===== src/rtl/puf_auth_verifier.sv =====
// PUF response verifier: majority-voted enrollment of golden words per challenge slot and
// Hamming-distance verification. Optional consecutive-failure lockout under `FAIL_LOCK_EN.
module puf_auth_verifier #(
  parameter int unsigned RESP_W    = 8,
  parameter int unsigned ADDR_W    = 4,
  parameter int unsigned HD_THRESH = 2,
  parameter int unsigned NSAMP     = 3,
  parameter int unsigned MAX_FAILS = 3
) (
  input  logic              clk,
  input  logic              reset,
  input  logic              enable,
  input  logic              start,
  input  logic              mode,
  input  logic [ADDR_W-1:0] challenge_id,
  input  logic              resp_valid,
  input  logic [RESP_W-1:0] puf_response,
  output logic              busy,
  output logic              done,
  output logic              pass,
  output logic [3:0]        hd_out,
  output logic              err,
  output logic              locked
);

  localparam int unsigned DEPTH    = 2 ** ADDR_W;
  localparam logic [3:0]  HdThresh = 4'(HD_THRESH);

  localparam logic [1:0] StIdle    = 2'd0;
  localparam logic [1:0] StCollect = 2'd1;
  localparam logic [1:0] StCompute = 2'd2;
  localparam logic [1:0] StReport  = 2'd3;

  logic [1:0]        state_q, state_d;
  logic              mode_q;
  logic [ADDR_W-1:0] id_q;
  logic [1:0]        cnt_q;
  logic [RESP_W-1:0] samp_q [3];
  logic [RESP_W-1:0] golden_q [DEPTH];
  logic [DEPTH-1:0]  valid_q;
  logic              done_q, pass_q, err_q;
  logic [3:0]        hd_q;

  logic              accept, capture, capture_last, compute_fire;
  logic [1:0]        cnt_inc, last_cnt;
  logic              slot_valid, hd_ok, pass_v, lock_force;
  logic [RESP_W-1:0] golden_rd, diff, majority;
  logic [3:0]        hd_d;

  // A start coinciding with the done pulse is dropped, even though the FSM is already idle.
  assign accept       = (state_q == StIdle) && enable && start && !done_q;
  assign capture      = (state_q == StCollect) && enable && resp_valid;
  assign cnt_inc      = cnt_q + 2'd1;
  assign last_cnt     = mode_q ? 2'd1 : 2'(NSAMP);
  assign capture_last = capture && (cnt_inc == last_cnt);
  assign compute_fire = (state_q == StCompute) && enable;

  assign golden_rd  = golden_q[id_q];
  assign slot_valid = valid_q[id_q];
  assign diff       = samp_q[0] ^ golden_rd;
  assign majority   = (samp_q[0] & samp_q[1]) | (samp_q[0] & samp_q[2]) |
                      (samp_q[1] & samp_q[2]);

  always_comb begin
    hd_d = '0;
    for (int unsigned i = 0; i < RESP_W; i++) begin
      hd_d = hd_d + {3'b000, diff[i]};
    end
  end

  assign hd_ok  = (hd_d <= HdThresh);
  assign pass_v = slot_valid && hd_ok && !lock_force;

  always_comb begin
    state_d = state_q;
    case (state_q)
      StIdle:    if (accept)       state_d = StCollect;
      StCollect: if (capture_last) state_d = StCompute;
      StCompute: if (enable)       state_d = StReport;
      StReport:  if (enable)       state_d = StIdle;
      default:                     state_d = StIdle;
    endcase
  end

  always_ff @(posedge clk or negedge reset) begin
    if (!reset) begin
      state_q <= StIdle;
      mode_q  <= 1'b0;
      id_q    <= '0;
      cnt_q   <= '0;
      valid_q <= '0;
      done_q  <= 1'b0;
      pass_q  <= 1'b0;
      err_q   <= 1'b0;
      hd_q    <= '0;
      for (int i = 0; i < 3; i++) samp_q[i] <= '0;
    end else begin
      state_q <= state_d;
      done_q  <= (state_q == StReport) && enable;
      if (accept) begin
        mode_q <= mode;
        id_q   <= challenge_id;
        cnt_q  <= '0;
        pass_q <= 1'b0;
        err_q  <= 1'b0;
        hd_q   <= '0;
      end
      if (capture) begin
        samp_q[cnt_q] <= puf_response;
        cnt_q         <= cnt_inc;
      end
      if (compute_fire) begin
        if (!mode_q) begin
          valid_q[id_q] <= 1'b1;
          pass_q        <= 1'b1;
          err_q         <= 1'b0;
          hd_q          <= '0;
        end else begin
          pass_q <= pass_v;
          err_q  <= !slot_valid;
          hd_q   <= slot_valid ? hd_d : 4'd0;
        end
      end
    end
  end

  // Golden storage is not reset; the valid bits alone gate its use.
  always_ff @(posedge clk) begin
    if (compute_fire && !mode_q) golden_q[id_q] <= majority;
  end

`ifdef FAIL_LOCK_EN
  localparam int unsigned FailW = $clog2(MAX_FAILS + 1);

  logic [FailW-1:0] fail_cnt_q, fail_next;
  logic             locked_q;
  logic             verify_hit;

  assign verify_hit = compute_fire && mode_q && slot_valid;

  always_comb begin
    fail_next = fail_cnt_q;
    if (verify_hit) begin
      if (hd_ok) begin
        fail_next = '0;
      end else if (fail_cnt_q != FailW'(MAX_FAILS)) begin
        fail_next = fail_cnt_q + FailW'(1);
      end
    end
  end

  always_ff @(posedge clk or negedge reset) begin
    if (!reset) begin
      fail_cnt_q <= '0;
      locked_q   <= 1'b0;
    end else begin
      fail_cnt_q <= fail_next;
      if (fail_next == FailW'(MAX_FAILS)) locked_q <= 1'b1;
    end
  end

  assign lock_force = locked_q;
  assign locked     = locked_q;
`else
  logic [31:0] unused_max_fails;
  assign unused_max_fails = MAX_FAILS;
  assign lock_force       = 1'b0;
  assign locked           = 1'b0;
`endif

  assign busy   = (state_q != StIdle);
  assign done   = done_q;
  assign pass   = pass_q;
  assign err    = err_q;
  assign hd_out = hd_q;

endmodule

===== config.mk =====
export PLATFORM = sky130hd
export DESIGN_NAME = puf_auth_verifier
export DESIGN_NICKNAME = d
export VERILOG_FILES = /design/src/rtl/puf_auth_verifier.sv
export SDC_FILE = /design/constraint.sdc
export NUM_CORES = 1
export LEC_CHECK = 0
export BUFFER_PORTS_ARGS = -buffer_cell sky130_fd_sc_hd__buf_2
export CAP_MARGIN = 20
export CORE_MARGIN = 2
export CORE_UTILIZATION = 61
export CTS_CLUSTER_SIZE = 20
export DETAILED_ROUTE_END_ITERATION = 12
export GPL_ROUTABILITY_DRIVEN = 0
export GPL_TIMING_DRIVEN = 0
export PLACE_DENSITY = 0.77
export SLEW_MARGIN = 20
export SYNTH_ARGS = -nofsm -noshare
export SYNTH_HDL_FRONTEND = slang
export SYNTH_SLANG_ARGS = --single-unit

===== constraint.sdc =====
create_clock -name clk -period 6.12 [get_ports clk]
set_clock_uncertainty 0.05 [all_clocks]
set_input_delay 1.224 -clock clk [delete_from_list [all_inputs] [get_ports clk]]
set_output_delay 1.224 -clock clk [all_outputs]
set_load 0.01 [all_outputs]

==> summary.md, run 1 <==
| Metric | Value |
|---|---|
| HP Class | register to register |
| Site row count | 40 |
| Seq pwr share | 35.7% |
| Crit path kind | register to register |
| Met3 usage | under 10% |
| IO Count | 27 |
| Crit. End Element | register |
| Total number of vias | between 3,000 and 4,000 |
| Largest net degree at the start of global routing | 57 |
| Setup TNS | 0 ps |
| Pre-Repair DR Iteration Count | 5 |
| P_sw | 1780 uW |
| Warnings from Yosys | 0 |
| Hold buffers post-CTS | 0 |
| Number of global-route vias before repair | about 4,000 |
| WHS Endpoint | valid_q[8] |
| Crit share post-route | 87.2% |
| Final core utilization | 70.8% |
| Top_reg_cell synth | edfxtp_1 |
| Combinational power share | 43.5% |
| N_diodes | 0 |
| Worst Max-Slew Pin Slew | 980 ps |
| Initial antenna violation count | 0 |
| DRC | 0 |
| Met1 Use GR | 32.0% |
| Hold depth | 1 |
| P_int | around 3300 uW |
| H-tree Lvls | 4 |
| Outcome | complete, no violations |
| Global-route wire length before repair | 22,800 um |
| Setup Buffers After CTS | 0 |
| CP Launch Type | register |
| Post-layout net count | between 400 and 500 |
| Most Crowded Layer GR | met2 |
| Cells after synthesis | around 420 |
| Grt ovf | 0 |
| Avg Synthesized Cell Area | 18.4 sq um |
| DIE HEIGHT | 116 um |
| Clock Tree Buf Depth | 2 |
| Fillers | roughly 780 |
| RSZ-0062 raised after global routing | no |
| Post-Syn Area | 7660 sq um |
| Crit path max fanout | 10 |
| Final setup viols | 0 |
| Sw Ratio | 35.3% |
| Worst vdd ir | 0.444 mV |
| Max-slew headroom | between 30% and 40% |
| Max-cap violations | 0 |
| CTS clk-pin slew, worst paths | 60 ps |
| Syn_nets | 449 |
| Clk sinks | 184 |
| Root buf cell | clkbuf_16 |
| Pre-CTS WS | around 850 ps |
| Number of synthesized flops with an enable pin | around 130 |
| Worst R2R End | pass |
| Die Area | 13,500 sq um |
| DPL Wire Length | 9730 um |
| Worst r2r path cells | 15 |
| Die extent in x | 116 um |
| Ys async rst share | 30.4% |
| Distinct cells, synth | 40 |
| Synthesized flop and latch total | 184 |
| Fmax | 187 MHz |
| Worst reg2reg setup slack | 790 ps |
| Lkg Pwr | 0.00324 uW |
| Seq/Total Area, Yosys | 68.5% |
| PostCTS Resize Cnt | 0 |
| Via density | 6.01 |
| Hold Vio Cnt, Final | 0 |
| Final wirelength | 14,500 um |
| GR Util met2 | 38.6% |
| Share of cells above drive strength 1 | about 28% |
| Tmin final | between 5000 and 6000 ps |
| Initial Util | 63.2% |
| Starting DRT DRC Count | 336 |
| Worst Min Path Start | valid_q[8] |
| CORE AREA | 12,100 sq um |
| Setup ws final | between 700 and 800 ps |
| Power per cell area | 586 nW/um^2 |
| Clock Power Share | 20.8% |
| TritonCTS clock tree | built |
| Total GRT Usage | 24.0% |
| Port buffer count | 24 |
| Antenna viol nets, final | 0 |
| FF-to-FF Start | id_q[3] |
| Max Slew Vio Count | 0 |
| Worst path required time | ~6400 ps |
| Worst Path Arrival | 5640 ps |
| DR WL/cell | 22.7 um |
| Layout area overhead | 11.9% |
| TritonCTS Buffers | 17 |
| Worst-Skew Late Latency | 430 ps |
==> per-layer routing <==
layer | wire (um) | up-vias
met2 | 7260 | 119
li1 | - | 1694
met4 | 405 | 0
met1 | 6100 | 2010
met5 | 0 | -
met3 | 736 | 25
==> cell usage after synthesis (all sizes together), types with 2 or more instances <==
cell type	count	area (sq um)
a22o	5	43.8
or2	6	37.5
nand3	2	10.0
nand2b	2	12.5
and2	2	12.5
nand3b	2	15.0
mux2i	34	340
xnor2	3	26.3
clkbuf	4	15.0
ha	11	138
maj3	8	80.1
inv	8	30.0
edfxtp	128	3840
dfrtp	56	1400
mux2	30	338
nor2	19	71.3
fa	4	80.1
xor2	7	61.3
buf	14	95.1
o21bai	12	90.1
mux4	34	773
nor2b	2	12.5
nand2	11	41.3
==> area by class of cell <==
type / instances / area [sq um] / area share, %
Clock buffer: 24 / 524 / 6.12
Inverter: 8 / 30.0 / 0.350
Sequential cell: 184 / 5250 / 61.2
Tap cell: 168 / 210 / 2.45
Clock inverter: 8 / 57.6 / 0.671
Buffer: 18 / 110 / 1.28
Timing Repair Buffer: 24 / 123 / 1.43
Multi-Input combinational cell: 206 / 2270 / 26.5
==> worst max path at each step <==
stage               depth (start not counted)  slack (ps)   end    start
detailed placement                         15         850  pass  id_q[3]
global route                               15         640  pass  id_q[3]
finish                                     15         790  pass  id_q[3]
global placement                           15         910  pass  id_q[3]
floorplan                                  16        1520  pass  id_q[0]
CTS                                        15         820  pass  id_q[3]
==> critical path, cell delays in order (launching register included) <==
cell,delay (ps)
dfrtp_1,410
buf_1,580
mux4_2,410
mux2i_1,300
mux2i_1,170
xor2_1,200
fa_1,530
fa_1,560
inv_1,60
fa_1,540
inv_1,50
ha_1,210
fa_1,390
xor2_1,190
a2111oi_0,410
a221o_1,210
==> power groups by stage <==
stage | clock network (uW) | logic [uW] | registers (uW)
floorplan | 0 | 1620 | 1780
global placement | 0 | 2120 | 1800
detailed placement | 0 | 2160 | 1810
CTS | 1060 | 2190 | 1790
global route | 1110 | 2440 | 1810
finish | 1050 | 2190 | 1790
==> metrics by stage <==
step           total power [uW]  hold WS [ps]  cells  area, sq um
2_1_floorplan              3410           389    416         7660
3_3_place_gp               3920           402    608         7990
3_5_place_dp               3970           404    608         7990
4_1_cts                    5050           419    640         8570
5_1_grt                    5360           428    640         8570
6_report                   5030           417    640         8570
==> flip-flops by register name, summed over array words and instances, names as in the netlist <==
name and cells:
pass 1, hd_out 4, cnt_q 2, golden_q 128, id_q 4, samp_q 24, valid_q 16, done 1
state_q 2, mode_q 1, err 1
==> logic make-up (layout without fill, tap and decap cells) <==
kind of cell	after synthesis	after routing	synth area share, %
buffers and inverters	26	82	1.83
multiplexers	98	98	19.0
XOR/XNOR	10	10	1.14
other	1	1	0.0490
AND/OR/NAND/NOR	50	50	3.15
AO/OA/AOI/OAI	24	24	2.48
adder cells (fa/ha/maj)	23	23	3.89
flip-flops	184	184	68.5
==> layout by cell type (no fill, tap or decap), types with 3 or more instances in the layout <==
| cell type | count |
|---|---|
| buf_1 | 3 |
| dfrtp_1 | 56 |
| mux2_2 | 30 |
| buf_4 | 4 |
| clkbuf_1 | 6 |
| clkbuf_16 | 19 |
| ha_1 | 11 |
| inv_1 | 8 |
| nor2_1 | 19 |
| maj3_1 | 8 |
| buf_2 | 29 |
| nand2_1 | 11 |
| xor2_1 | 7 |
| mux4_2 | 32 |
| mux2i_1 | 34 |
| o21bai_1 | 12 |
| edfxtp_1 | 128 |
| xnor2_1 | 3 |
| fa_1 | 4 |
| or2_2 | 6 |
| clkbuf_8 | 3 |
| a22o_1 | 5 |
No activity file was read; power rests on OpenSTA's default activity.
==> run 2: changes to the inputs <==
CELL_PAD_IN_SITES_DETAIL_PLACEMENT = 1   (was unset)
CELL_PAD_IN_SITES_GLOBAL_PLACEMENT = 2   (was unset)
CORE_UTILIZATION = 47   (was 61)
GPL_TIMING_DRIVEN = unset   (was 0)
PLACE_DENSITY = 0.76   (was 0.77)
==> summary.md, run 2 (synthesis results as in run 1) <==
| Metric | Value |
|---|---|
| Outcome | complete, no violations |
| PostCTS Resize Cnt | 0 |
| Post-layout net count | around 480 |
| CORE AREA | 15,900 sq um |
| Crit share post-route | 85.7% |
| Power per cell area | 591 nW/um^2 |
| Starting DRT DRC Count | 214 |
| Top Registers | golden_q: 128 flops, samp_q: 24 flops, valid_q: 16 flops |
| DRC | 0 |
| Clock Power Share | 21.7% |
| Initial Util | 48.2% |
| CP Launch Type | register |
| Most used cell, CP | fa_1 |
| Max-slew headroom | 34.6% |
| Clk sinks | 184 |
| Antenna viol nets, final | 0 |
| Max Slew Vio Count | 0 |
| Die extent in x | 132 um |
| H-tree Lvls | 4 |
| TritonCTS Buffers | 17 |
| TritonCTS clock tree | built |
| CTS clk-pin slew, worst paths | 70 ps |
| Pre-CTS WS | 815 ps |
| Worst vdd ir | about 0.57 mV |
| Largest net degree at the start of global routing | between 50 and 60 |
| Crit path kind | register to register |
| Sw Ratio | between 30 and 40% |
| Hold buffers post-CTS | 0 |
| Layout area overhead | 12.0% |
| P_sw | around 1800 uW |
| Largest stage delay on the critical path | 880 ps |
| Via density | 5.47 |
| Die Area | 17,300 sq um |
| IO Count | 27 |
| GR Util met2 | 30.8% |
| Fmax | 191 MHz |
| Port buffer count | 25 |
| Worst path cell trace | mux4_2 -> mux2i_1 -> mux2i_1 -> xor2_1 -> fa_1 -> fa_1 -> inv_1 -> fa_1 -> inv_1 -> ha_1 -> fa_1 -> xor2_1 -> a2111oi_0 -> a221o_1 |
| Global-route wire length before repair | 24,400 um |
| RSZ-0062 raised after global routing | no |
| Initial antenna violation count | 0 |
| Final core utilization | 54.0% |
| Share of cells above drive strength 1 | 28.1% |
| Most frequent cells in the layout | edfxtp_1 (128), dfrtp_1 (55), mux2i_1 (34) |
| N_diodes | 0 |
| Hold Vio Cnt, Final | 0 |
| Fillers | roughly 1,500 |
| Worst reg2reg setup slack | 880 ps |
| Final wirelength | around 15,000 um |
| Root buf cell | clkbuf_16 |
| Total number of vias | approximately 3,700 |
| Worst Path Arrival | 5570 ps |
| Worst-Skew Late Latency | 440 ps |
| Slowest CP cell | dfrtp_2 |
| Worst Max-Slew Pin Slew | 977 ps |
| Commonest non-fill, non-tap cell in the layout | edfxtp_1 |
| DPL Wire Length | around 10,000 um |
| Combinational power share | 40.9% |
| Lkg Pwr | 0.00322 uW |
| DR WL/cell | ~23 um |
| Max-cap violations | 0 |
| Pre-Repair DR Iteration Count | 4 |
| Setup Buffers After CTS | 0 |
| Crit path max fanout | 23 |
| Met3 usage | 5.21% |
| P_int | 3250 uW |
| DIE HEIGHT | 132 um |
| Clock Tree Buf Depth | 2 |
| HP Class | register to register |
| Met1 Use GR | 25.7% |
| Tmin final | approximately 5200 ps |
| Setup ws final | 876 ps |
| Most Crowded Layer GR | met2 |
| Number of global-route vias before repair | 4,108 |
| Site row count | 46 |
| Seq pwr share | 37.3% |
| Largest Register | golden_q |
| Grt ovf | 0 |
| Final setup viols | 0 |
| Total GRT Usage | between 10% and 20% |
| Max reg flops | 128 |
| Worst hold slack | 423 ps |
| Worst path required time | 6440 ps |
| Setup TNS | 0 ps |
| Crit. End Element | register |
==> run 2: cell count changes in the layout (fill, tap and decap cells not counted), sizes merged <==
cell / before / now
buf: 38 / 29
clkbuf: 28 / 24
clkinv: 3 / 1
clkinvlp: 2 / 0
inv: 11 / 15
==> run 2: area by class of cell <==
cell class                 count  area (sq um)  area share (%)
clock buffer                  24           536            6.24
clock inverter                 8          67.6           0.788
inverter                       8          30.0           0.350
multi-input combinational    206          2270            26.5
sequential                   184          5250            61.2
tap                          216           270            3.15
timing repair buffer          29           155            1.81
==> run 2: power groups by stage <==
stage               combinational, uW  clock (uW)  sequential, uW
floorplan                        1620           0            1780
global placement                 1990           0            1910
detailed placement               2100           0            1920
CTS                              2120        1120            1900
global route                     2420        1160            1930
finish                           2080        1100            1890
==> run 2: routing by layer <==
| layer | routed length (um) | part of all wire, % |
|---|---|---|
| met2 | 7610 | 50 |
| met1 | 7000 | 46 |
| met5 | 0 | 0 |
| met4 | 236 | 1.5 |
| met3 | 462 | 3.0 |
==> run 2: path summary, 6_finish.rpt <==
| path | startpoint | to | cells after the start |
|---|---|---|---|
| max | id_q[0] | pass | 14 |
| min | valid_q[4] | valid_q[4] | 1 |
| max reg2reg | id_q[0] | pass | 14 |
| min reg2reg | valid_q[4] | valid_q[4] | 1 |
| max in group asynchronous | reset | id_q[0] | 2 |
| min in group asynchronous | reset | valid_q[3] | 2 |
==> run 2: worst max-delay path, delay by kind of cell (launching register included) <==
family / cells / cell delay (ps)
muxes: 3 / 930
DFF: 1 / 880
AOI/OAI and AO/OA: 2 / 650
xor gates and xnor gates: 2 / 380
buffers and inverters: 2 / 110
adders and majority gates: 5 / 2160
==> run 2: through the flow <==
| step | power [uW] | cells | cell area (sq um) |
|---|---|---|---|
| after floorplan | 3410 | 416 | 7660 |
| after global placement | 3910 | 643 | 7970 |
| after detailed placement | 4020 | 643 | 7970 |
| after CTS | 5130 | 675 | 8580 |
| after global routing | 5510 | 675 | 8580 |
| final | 5070 | 675 | 8580 |
==> run 3: changes to the inputs <==
ABC_CLOCK_PERIOD_IN_PS = 6120   (was unset)
CORE_UTILIZATION = 45   (was 47)
PLACE_DENSITY = 0.73   (was 0.76)
==> summary.md, run 3 (synthesis results as in run 1) <==
| Metric | Value |
|---|---|
| Outcome | complete, no violations |
| Seq pwr share | approximately 37% |
| Largest Register | golden_q |
| Die Area | 18,100 sq um |
| DRC | 0 |
| Power per cell area | between 500 and 600 nW/um^2 |
| Slowest CP cell | dfrtp_2 |
| IO Count | 27 |
| P_int | between 3000 and 4000 uW |
| Lkg Pwr | around 0.0032 uW |
| Placed cells | 648 |
| Die extent in x | around 130 um |
| Starting DRT DRC Count | 173 |
| Share of cells above drive strength 1 | 28.5% |
| Initial Util | 46.2% |
| Combinational power share | between 40% and 50% |
| Tmin final | 5170 ps |
| Root buf cell | clkbuf_16 |
| Hold buffers post-CTS | 0 |
| Initial antenna violation count | 0 |
| Clk sinks | 184 |
| Hold Vio Cnt, Final | 0 |
| Crit. End Element | register |
| Max-cap violations | 0 |
| Antenna viol nets, final | 0 |
| PostCTS Resize Cnt | 0 |
| Hold depth | 1 |
| Grt ovf | 0 |
| Worst Max-Slew Pin Slew | 1040 ps |
| CP bufs+invs | 2 |
| Final wirelength | 15,200 um |
| Top delay family on crit path | adder cells |
| TritonCTS clock tree | built |
| Worst path required time | between 6000 and 7000 ps |
| Largest net degree at the start of global routing | 57 |
| Worst reg2reg setup slack | between 900 and 1000 ps |
| Global-route wire length before repair | 24,100 um |
| Total GRT Usage | between 10% and 20% |
| Post-layout net count | between 400 and 500 |
| Fin cells | 680 |
| H-tree Lvls | 4 |
| Commonest non-fill, non-tap cell in the layout | edfxtp_1 |
| Port buffer count | 25 |
| DIE HEIGHT | 134 um |
| P_sw | around 1800 uW |
| CTS clk-pin slew, worst paths | 70 ps |
| CORE AREA | 16,600 sq um |
| Via density | ~5.5 |
| Worst Min Path Start | valid_q[2] |
| Layout area overhead | 12.0% |
| Fmax | 194 MHz |
| WHS Endpoint | valid_q[2] |
| Most used cell, CP | fa_1 |
| TritonCTS Buffers | 17 |
| Number of global-route vias before repair | ~4,100 |
| Max Slew Vio Count | 0 |
| Site row count | 47 |
| Setup Buffers After CTS | 0 |
| Setup TNS | 0 ps |
| FF-to-FF Start | id_q[0] |
| Crit share post-route | between 80% and 90% |
| Pre-Repair DR Iteration Count | 4 |
| Worst R2R End | pass |
| Final setup viols | 0 |
| Clock Tree Buf Depth | 2 |
| N_diodes | 0 |
| Worst Path Arrival | 5490 ps |
| Worst path cell trace | mux4_2 -> mux2i_1 -> mux2i_1 -> xor2_1 -> fa_1 -> fa_1 -> inv_1 -> fa_1 -> inv_1 -> ha_1 -> fa_1 -> xor2_1 -> a2111oi_0 -> a221o_1 |
| Sw Ratio | roughly 36% |
| Max reg flops | 128 |
| Max-slew headroom | 30.4% |
| HP Class | register to register |
| Most frequent cells in the layout | edfxtp_1 (128), dfrtp_1 (55), mux2i_1 (34) |
| DR WL/cell | 22.4 um |
| Total number of vias | 3,756 |
| Worst r2r path cells | 14 |
| Clock Power Share | 21.7% |
| Worst-Skew Late Latency | 440 ps |
| Crit path max fanout | 20 |
| CP Launch Type | register |
| Top Registers | golden_q: 128 flops, samp_q: 24 flops, valid_q: 16 flops |
| Largest stage delay on the critical path | 800 ps |
| DPL Wire Length | about 10,000 um |
| Worst vdd ir | between 0.3 and 0.4 mV |
| RSZ-0062 raised after global routing | no |
| Crit path kind | register to register |
==> run 3: final cells by class <==
cell class	instances	area [sq um]
Clock inverter	15	165
Inverter	8	30.0
Tap cell	220	275
Clock buffer	17	425
Timing Repair Buffer	30	163
Multi-Input combinational cell	206	2270
Sequential cell	184	5250
Fill cell	1570	8010
==> run 3: worst max-delay path by stage <==
stage	endpoint	start	slack, ps	cells after the start
2_1_floorplan	pass	id_q[0]	1520	16
3_3_place_gp	pass	id_q[0]	1000	14
3_5_place_dp	pass	id_q[0]	850	14
4_1_cts	pass	id_q[0]	840	14
5_1_grt	pass	id_q[0]	560	14
6_report	pass	id_q[0]	950	14
==> run 3: metrics by stage <==
stage / total power, uW / instance area, sq um / utilization, % / hold WS, ps / setup WS [ps]
floorplan: 3410 / 7660 / - / 389 / 1520
global placement: 3900 / 7990 / 48.2 / 403 / 998
CTS: 5100 / 8580 / 51.7 / 430 / 843
detailed placement: 4010 / 7990 / 48.2 / 405 / 853
global route: 5380 / 8580 / 51.7 / 441 / 560
finish: 5000 / 8580 / 51.7 / 423 / 953
==> run 3: metal layers <==
layer / global-route usage [%] / up-vias / share of wire [%]
met5: 0 / - / 0
met4: 5.96 / 0 / 1.6
met3: 4.50 / 20 / 3.0
met2: 31.1 / 51 / 51
met1: 24.4 / 2014 / 44
li1: - / 1671 / -
==> run 3: power groups by stage <==
stage	Combinational [uW]	Sequential (uW)	Clock, uW
finish	2040	1870	1090
global route	2310	1910	1160
CTS	2110	1880	1110
detailed placement	2110	1900	0
global placement	2010	1890	0
floorplan	1620	1780	0
